--- src/rtl/dsp_pkg.sv ---
// Shared DSP types and defaults for the FIR front end.
// Holds the delay-line FSM states and a tap-index width helper.
package dsp_pkg;

   localparam int DW_DEF = 18;
   localparam int AW_DEF = 7;

   typedef enum logic [1:0] {
      IDLE,
      WRITE,
      READ,
      DRAIN
   } dl_state_t;

   function automatic int tap_w(input int n);
      return (n > 1) ? $clog2(n) : 1;
   endfunction

endpackage

--- src/rtl/fir_lat_pipe.sv ---
// Fixed-depth shift register that lines tap control up with RAM data.
// Depth equals the RAM read latency.
module fir_lat_pipe #(
   parameter int W     = 4,
   parameter int DEPTH = 2
) (
   input  logic         clk,
   input  logic         reset_n,
   input  logic [W-1:0] d,
   output logic [W-1:0] q
);

   logic [W-1:0] stg [DEPTH];

   always_ff @(posedge clk or negedge reset_n) begin
      if (!reset_n) begin
         for (int i = 0; i < DEPTH; i++) begin
            stg[i] <= '0;
         end
      end else begin
         stg[0] <= d;
         for (int i = 1; i < DEPTH; i++) begin
            stg[i] <= stg[i-1];
         end
      end
   end

   assign q = stg[DEPTH-1];

endmodule

--- src/rtl/fir_delay_line_ctrl.sv ---
// Circular-buffer sequencer for a single-port RAM feeding a FIR MAC.
// Writes one sample, then streams the newest NTAPS samples back.
module fir_delay_line_ctrl
   import dsp_pkg::*;
#(
   parameter int DW       = DW_DEF,
   parameter int AW       = AW_DEF,
   parameter int NTAPS    = 16,
   parameter int READ_LAT = 2
) (
   input  logic                      clk,
   input  logic                      reset_n,
   input  logic                      s_valid,
   output logic                      s_ready,
   input  logic [DW-1:0]             s_data,
   output logic                      m_valid,
   output logic [DW-1:0]             m_data,
   output logic [tap_w(NTAPS)-1:0]   m_tap,
   output logic                      m_last,
   output logic                      mem_ce,
   output logic                      mem_oce,
   output logic                      mem_wre,
   output logic [AW-1:0]             mem_adr,
   output logic [DW-1:0]             mem_din,
   input  logic [DW-1:0]             mem_dout
);

   localparam int TW = tap_w(NTAPS);
   localparam int CW = $clog2(NTAPS + READ_LAT + 1);
   localparam int PW = TW + 3;

   dl_state_t      state, state_n;
   logic [AW-1:0]  head, head_n;
   logic [CW-1:0]  fill, fill_n;
   logic [CW-1:0]  k, k_n;

   logic           ce_n, oce_n, wre_n;
   logic [AW-1:0]  adr_n;
   logic [DW-1:0]  din_n;

   logic           rd_vld, rd_vld_n;
   logic [TW-1:0]  rd_tap, rd_tap_n;
   logic           rd_last, rd_last_n;
   logic           rd_mask, rd_mask_n;

   logic [PW-1:0]  pipe_q;
   logic           p_mask;

   assign s_ready = (state == IDLE);

   always_comb begin
      state_n = state;
      head_n  = head;
      fill_n  = fill;
      k_n     = k;
      unique case (state)
         IDLE: begin
            if (s_valid) begin
               state_n = WRITE;
               k_n     = '0;
            end
         end
         WRITE: begin
            fill_n  = (fill == CW'(NTAPS)) ? fill : fill + 1'b1;
            state_n = READ;
            k_n     = '0;
         end
         READ: begin
            if (k == CW'(NTAPS - 1)) begin
               state_n = DRAIN;
               k_n     = '0;
            end else begin
               k_n = k + 1'b1;
            end
         end
         DRAIN: begin
            if (k == CW'(READ_LAT - 1)) begin
               state_n = IDLE;
               head_n  = head + 1'b1;
               k_n     = '0;
            end else begin
               k_n = k + 1'b1;
            end
         end
         default: state_n = IDLE;
      endcase
   end

   // Outputs are decoded from next-state so the pins switch with the state.
   always_comb begin
      ce_n      = (state_n != IDLE);
      wre_n     = (state_n == WRITE);
      oce_n     = (state_n == READ) || (state_n == DRAIN);
      adr_n     = mem_adr;
      din_n     = mem_din;
      if (state_n == WRITE) begin
         adr_n = head_n;
         din_n = s_data;
      end else if (state_n == READ) begin
         adr_n = head_n - AW'(k_n);
      end
      rd_vld_n  = (state_n == READ);
      rd_tap_n  = TW'(k_n);
      rd_last_n = rd_vld_n && (k_n == CW'(NTAPS - 1));
      rd_mask_n = rd_vld_n && (k_n < fill_n);
   end

   always_ff @(posedge clk or negedge reset_n) begin
      if (!reset_n) begin
         state   <= IDLE;
         head    <= '0;
         fill    <= '0;
         k       <= '0;
         mem_ce  <= 1'b0;
         mem_oce <= 1'b0;
         mem_wre <= 1'b0;
         mem_adr <= '0;
         mem_din <= '0;
         rd_vld  <= 1'b0;
         rd_tap  <= '0;
         rd_last <= 1'b0;
         rd_mask <= 1'b0;
      end else begin
         state   <= state_n;
         head    <= head_n;
         fill    <= fill_n;
         k       <= k_n;
         mem_ce  <= ce_n;
         mem_oce <= oce_n;
         mem_wre <= wre_n;
         mem_adr <= adr_n;
         mem_din <= din_n;
         rd_vld  <= rd_vld_n;
         rd_tap  <= rd_tap_n;
         rd_last <= rd_last_n;
         rd_mask <= rd_mask_n;
      end
   end

   fir_lat_pipe #(
      .W     (PW),
      .DEPTH (READ_LAT)
   ) u_pipe (
      .clk     (clk),
      .reset_n (reset_n),
      .d       ({rd_vld, rd_tap, rd_last, rd_mask}),
      .q       (pipe_q)
   );

   assign {m_valid, m_tap, m_last, p_mask} = pipe_q;

   // RAM data arrives in the same cycle as the aligned mask; gate it here.
   assign m_data = p_mask ? mem_dout : '0;

endmodule

--- config.mk ---
export PLATFORM = sky130hd
export DESIGN_NAME = fir_delay_line_ctrl
export DESIGN_NICKNAME = d
export VERILOG_FILES = /design/src/rtl/dsp_pkg.sv /design/src/rtl/fir_lat_pipe.sv /design/src/rtl/fir_delay_line_ctrl.sv
export SDC_FILE = /design/constraint.sdc
export NUM_CORES = 1
export LEC_CHECK = 0
export ABC_AREA = 1
export CORE_MARGIN = 10
export CORE_UTILIZATION = 31
export DETAILED_ROUTE_END_ITERATION = 16
export GPL_ROUTABILITY_DRIVEN = 0
export PLACE_DENSITY = 0.66
export SYNTH_ARGS = -nofsm -noshare
export SYNTH_HDL_FRONTEND = slang
export SYNTH_SLANG_ARGS = --single-unit
--- constraint.sdc ---
create_clock -name clk -period 3.4 [get_ports clk]
set_input_delay 0.51 -clock clk [delete_from_list [all_inputs] [get_ports clk]]
set_output_delay 0.51 -clock clk [all_outputs]
set_load 0.01 [all_outputs]
==> results.yml <==
clock_tree:
  h-tree-depth: 3
  numCtsBuffers: 9
  clock_latency_ns: 0.34
  cts_tree: "done"
  postCtsSetupBuffers: 0
  clockBufferDepth: 2
  ctsRootBufferMaster: "clkbuf_8"
  clock_sinks: 64
  cts_hold_buf: 0
  post_cts_resized: 0
  clkTransAtPathRegs_ns: 0.07
pwr:
  switching_share_pct: 41.40
  p_comb_share_pct: 54.1
  internal_power_mw: 2.372
  power_density_nw_per_um2: 912.2
  pwr-share-seq_pct: 31.3
  power.switching_mw: 1.676
  clkPwrFrac_pct: 14.6
  power_mw: 4.048
  leakagePower_nw: 2.213
  peakVddDrop_mv: 0.2983
outcome:
  status: "completed"
sta:
  min_period_over_period_pct: 83.01
  grt_setup_unrepaired: "no"
  relSlewSlack_pct: 47.18
  hold_viol_final: 0
  tightestPinTransition_ns: 0.7923
  clock_skew_ns: 0.008584
  drv_slew: 0
  tns_ns: 0
  layout_min_cycle_time_ns: 2.822
  fmax_mhz: 354.3
  setup_viol: 0
global_routing:
  track_usage_pct: 10.83
  grt_max_degree: 65
  grt_overflow: 0
  grt_pass1_vias: 2638
  antenna_found_initial: 0
  grt_pass1_wl_um: 12930
routing:
  drc: 0
  wire_per_inst_um: 12.51
  route.met2.wl_um: 3910
  wl_um: 7683
  first_pass_iters: 4
  drt_iter0_markers: 94
  antenna_left: 0
  vias_per_cell: 4.204
  wl_met3_um: 577
  top_layer_used: "met4"
  vias: 2581
  wl_met1_um: 3119
critical_path:
  setup.worst_path.end: "mem_adr[5]"
  required_ns: 3.64
  crit_path_end_kind: "flip-flop"
  reg2reg_to: "mem_adr[5]"
  startpoint_type: "flip-flop"
  rrSetupSlack_ns: 0.58
  path_class: "reg -> reg"
  rr_startpoint: "rd_tap[0]"
  rr_worst_depth: 17
  cp.arrival_ns: 3.06
  worst-path-max-fanout: 6
  crit_start: "rd_tap[0]"
logic_synthesis:
  synth_top_area_share_pct: 49.63
  syn_area_sq_um: 3227
  synthCells: 380
  synthTopCellsByArea: "dfrtp_1 50%, nand2_1 14%, ha_1 7.8%"
  synth_seq_cells: 64
  synth.avg_cell_area_sq_um: 8.492
  synth_warnings: 0
  synth_cell_types: 34
  ys_seq_area_share_pct: 49.63
  synth_area_leader_cell: "dfrtp_1"
  syn_nets: 440
floorplan:
  row_count: 37
  io_pins: 92
  die_w_um: 122.0
  die_y_um: 122.0
  core_area_sq_um: 10230
  dieArea_sq_um: 14890
  initial_core_util_pct: 31.54
cells_and_area:
  layout.nets: 533
  layoutNonFillerInstCount: 614
  area_delta_synth_final_pct: 37.53
  antenna_cells: 0
  drive_gt1_share_pct: 10.67
  final_util_pct: 43.38
placement:
  io_buffers: 91
  dp.cells: 598
  dp_hpwl_um: 5941
hold_path:
  min_path_type: "in -> async"
run:
  cap_violations: 0
==> cells in the final DEF (no fill, tap or decap), types with 5 or more instances in the layout <==
cell and instances:
nand2_1 124, clkdlybuf4s50_1 90, dfrtp_1 64, inv_1 61, ha_1 20, nor2_1 16, nand3_1 12, clkbuf_8 10
nand2_2 9, a21oi_1 9, o21ai_0 6, inv_2 5, xor2_1 5
==> per-stage QoR <==
stage | area, sq um | worst slack (ns) | hold WS [ns]
after floorplan | 3227 | 0.8819 | 0.2144
after global placement | 4255 | 0.5249 | 0.3340
after detailed placement | 4255 | 0.4861 | 0.3347
after CTS | 4438 | 0.5820 | 0.3505
after global routing | 4438 | 0.2536 | 0.3602
final | 4438 | 0.5776 | 0.3341
==> logic make-up after synthesis <==
| logic type | after synthesis | synth area share [%] |
|---|---|---|
| adders and majority gates | 21 | 8.375 |
| buffers and inverters | 78 | 9.849 |
| xor gates and xnor gates | 8 | 2.171 |
| DFF | 64 | 49.63 |
| and+or+nand+nor | 185 | 25.59 |
| AOI/OAI and AO/OA | 24 | 4.382 |
==> power groups by stage <==
stage	Clock, mW	Combinational, mW	Sequential, mW
after global placement	0	2.17	1.27
after detailed placement	0	2.22	1.29
after CTS	0.614	2.23	1.27
after floorplan	0	1.36	1.31
after global routing	0.647	2.52	1.31
final	0.589	2.19	1.27
==> layer usage <==
layer	vias to the layer above	global-route usage, %
li1	1333	-
met1	1174	11.91
met2	67	18.74
met3	7	4.163
met4	0	3.651
met5	-	0
==> state kept, by name, summed over array words and instances (netlist names), 2 cells and up <==
signal and flops:
rd_tap 3, mem_din 18, u_pipe.q 7, fill 5, k 2, mem_adr 7, head 7, u_pipe.stg 7
state 2
==> worst max-delay path, cell delays in order (launching register included) <==
cell	delay, ns
dfrtp_1	0.44
ha_1	0.23
nand2_1	0.07
nor2_1	0.06
ha_1	0.19
inv_1	0.10
a21oi_2	0.08
o22ai_1	0.26
inv_1	0.13
ha_1	0.29
nand2_1	0.05
nor2_1	0.12
o21ai_0	0.14
a21oi_1	0.15
nor3_1	0.07
or2_1	0.22
nand3_1	0.06
nand2_1	0.05
==> worst min-delay path by stage <==
stage,from,endpoint,cells after the start
floorplan,reset_n,fill[0],0
global placement,rd_vld,u_pipe.stg[13],0
detailed placement,u_pipe.stg[12],u_pipe.q[5],0
CTS,u_pipe.stg[7],u_pipe.q[0],0
global route,rd_vld,u_pipe.stg[13],0
finish,reset_n,u_pipe.q[4],2
==> synth_stat cells <==
library cell    n
nand2_1       124
dfrtp_1        64
inv_1          61
ha_1           20
nor2_1         16
nand3_1        12
a21oi_1         9
nand2_2         9
o21ai_0         6
clkbuf_1        5
inv_2           5
xor2_1          5
buf_4           4
nand3_2         4
nor2_2          4
nor3_1          4
nor3_2          3
xnor2_1         3
a21oi_2         2
buf_2           2
nand4_1         2
nor2_4          2
o21ai_1         2
or2_1           2
a21o_1          1
a221o_1         1
a31oi_1         1
buf_6           1
fa_1            1
nand3b_1        1
nor3b_1         1
o21ai_2         1
o22ai_1         1
or2_2           1
==> area by class of cell <==
| cell class | count | area, sq um |
|---|---|---|
| multi-input cells | 238 | 1308 |
| clock inverters | 6 | 45.04 |
| flip-flops and latches | 64 | 1602 |
| fillers | 1005 | 5793 |
| repair buffers | 94 | 928.4 |
| inverters | 66 | 247.7 |
| well taps | 136 | 170.2 |
| clock buffers | 10 | 137.6 |
Note: power is estimated with default switching activity, not from simulation.
==> RTL change: new RTL, same flow settings <==
Encoding of `dl_state_t`: now one-hot (4 bits for 4 states).
--- a/src/rtl/dsp_pkg.sv
+++ b/src/rtl/dsp_pkg.sv
@@ -6,9 +6,9 @@
    localparam int AW_DEF = 7;
 
-   typedef enum logic [1:0] {
-      IDLE,
-      WRITE,
-      READ,
-      DRAIN
+   typedef enum logic [3:0] {
+      IDLE  = 4'b0001,
+      WRITE = 4'b0010,
+      READ  = 4'b0100,
+      DRAIN = 4'b1000
    } dl_state_t;
 
Function: no difference found for any inputs over 10 cycles, from zero or initial values and one cycle with reset_n low; not proved beyond that.
==> RTL change against the unedited design <==
Worst setup slack got worse by 0.20 ns. Total power down 19%. Synthesized area rose by 0.27%. Clock skew is 0.0012 ns higher. Non-clock buffer count stayed put. Cell area grew 1.1%. Synthesized cell count shrank 1.6%. Sequential cell count up 2. Wire length increased by 2.8%. Largest power group unchanged. Highest routed layer unchanged.
==> RTL change: results (changes against the unedited design) <==
grt_pass1_vias: 2804  # +6.3%
regToRegSetupSlack_ns: 0.38  # -0.20 ns
antenna_found_initial: 0  # unchanged
ys_seq_area_share_pct: 51.1  # +1.5 points
nNetsFinal: 524  # -1.7%
cpLargestDelayFamily: "simple AND/OR/NAND/NOR gates"
drtIter0Drc: 127  # +35%
ctsResizeCount: 0  # unchanged
yosysWarnings: 0  # unchanged
synth.area.top_cells: "dfrtp_1 50%, nand2_1 12%, inv_1 7.4%"
critical_path.max_stage_delay_ns: 0.44  # about the same
portBuffers: 91  # unchanged
num_antenna_cells: 0  # unchanged
fin_worst_skew_ns: 0.00978  # +0.00120 ns
cts.clk_slew.worst_paths_ns: 0.07  # about the same
ys_top_cells_by_count: "107 x nand2_1, 65 x dfrtp_1, 64 x inv_1, 17 x nand3_1, 17 x nor2_1"
insertion_delay_ns: 0.34  # about the same
synth_cell_types: 31  # -8.8%
critPathMaxFanout: 6  # unchanged
nFillCells: 1001  # -0.40%
slowest_stage: "dfrtp_1"
status: "finished, final reports clean"
track_usage_pct: 11.0  # +0.13 points
post_cts.repair.setup_buffers: 0  # unchanged
hold_violations: 0  # unchanged
dr.pass1.iters: 4  # unchanged
routed_wl_mm: 7.90  # +2.8%
routed-via-count: 2655  # +2.9%
h-tree-depth: 3  # unchanged
cp.arrival_ns: 3.26  # +0.20 ns
dp_hpwl_mm: 6.22  # +4.7%
worst_pin_slew_ns: 0.670  # -0.122 ns
grt_max_degree: 32  # -51%
synth_nets: 429  # -2.5%
layout-drive-gt1-share_pct: 11.7  # +0.98 points
grt_pass1_wl_mm: 13.3  # +2.5%
async_reset_ff_share_pct: 100  # unchanged
p_leak_nw: 2.32  # +4.9%
hp-class: "in -> async"
cts_inserted_buffers: 9  # unchanged
vdd_drop_max_mv: 0.375  # +26%
==> RTL change: cell families after synthesis <==
| family | Yosys count | synth area share [%] |
|---|---|---|
| AND/OR/NAND/NOR | 179 | 25.7 |
| buffers and inverters | 80 | 9.74 |
| flip-flops | 66 | 51.1 |
| AO/OA/AOI/OAI | 24 | 4.60 |
| adder cells (fa/ha/maj) | 16 | 6.42 |
| XOR/XNOR | 9 | 2.44 |
==> RTL change: cell type report <==
cell class / count / share of cell area, %
inverters: 70 / 5.85
clock inverters: 3 / 1.45
repair buffers: 94 / 20.7
well taps: 136 / 3.79
multi-input cells: 228 / 28.2
flip-flops and latches: 66 / 36.8
clock buffers: 11 / 3.15
==> RTL change: metrics by stage <==
| stage | instance area (µm²) | hold slack, ns | setup slack [ns] | instances |
|---|---|---|---|---|
| finish | 4490 | 0.199 | 0.380 | 608 |
| global route | 4490 | 0.237 | 0.105 | 608 |
| CTS | 4490 | 0.225 | 0.384 | 608 |
| detailed placement | 4280 | 0.336 | 0.375 | 594 |
| global placement | 4280 | 0.333 | 0.540 | 594 |
| floorplan | 3240 | 0.214 | 0.726 | 374 |
==> RTL change: worst paths after layout <==
path / startpoint / to / depth (start not counted)
worst max-delay path: rd_tap[0]$_DFF_PN0_ / mem_adr[6]$_DFFE_PN0P_ / 19
worst min-delay path: reset_n / mem_ce$_DFF_PN0_ / 1
worst max register to register: rd_tap[0]$_DFF_PN0_ / mem_adr[6]$_DFFE_PN0P_ / 19
worst min register to register: u_pipe.stg[9]$_DFF_PN0_ / u_pipe.q[2]$_DFF_PN0_ / 0
max in group asynchronous: reset_n / head[1]$_DFF_PN0_ / 2
min in group clk: u_pipe.stg[9]$_DFF_PN0_ / u_pipe.q[2]$_DFF_PN0_ / 0
==> RTL change: metal layers <==
layer | vias up | track usage [%] | wire, µm
li1 | 1318 | - | -
met1 | 1221 | 13.1 | 3570
met2 | 106 | 17.0 | 3330
met3 | 10 | 5.64 | 927
met4 | 0 | 3.17 | 72
met5 | - | 0 | 0
==> RTL change: report_power, final <==
part | internal [W] | switching [W] | leakage [nW]
logic | 0.000653 | 0.000737 | 1.34
registers | 0.00103 | 0.000163 | 0.872
clock network | 0.000424 | 0.000275 | 0.105
total | 0.00211 | 0.00117 | 2.32
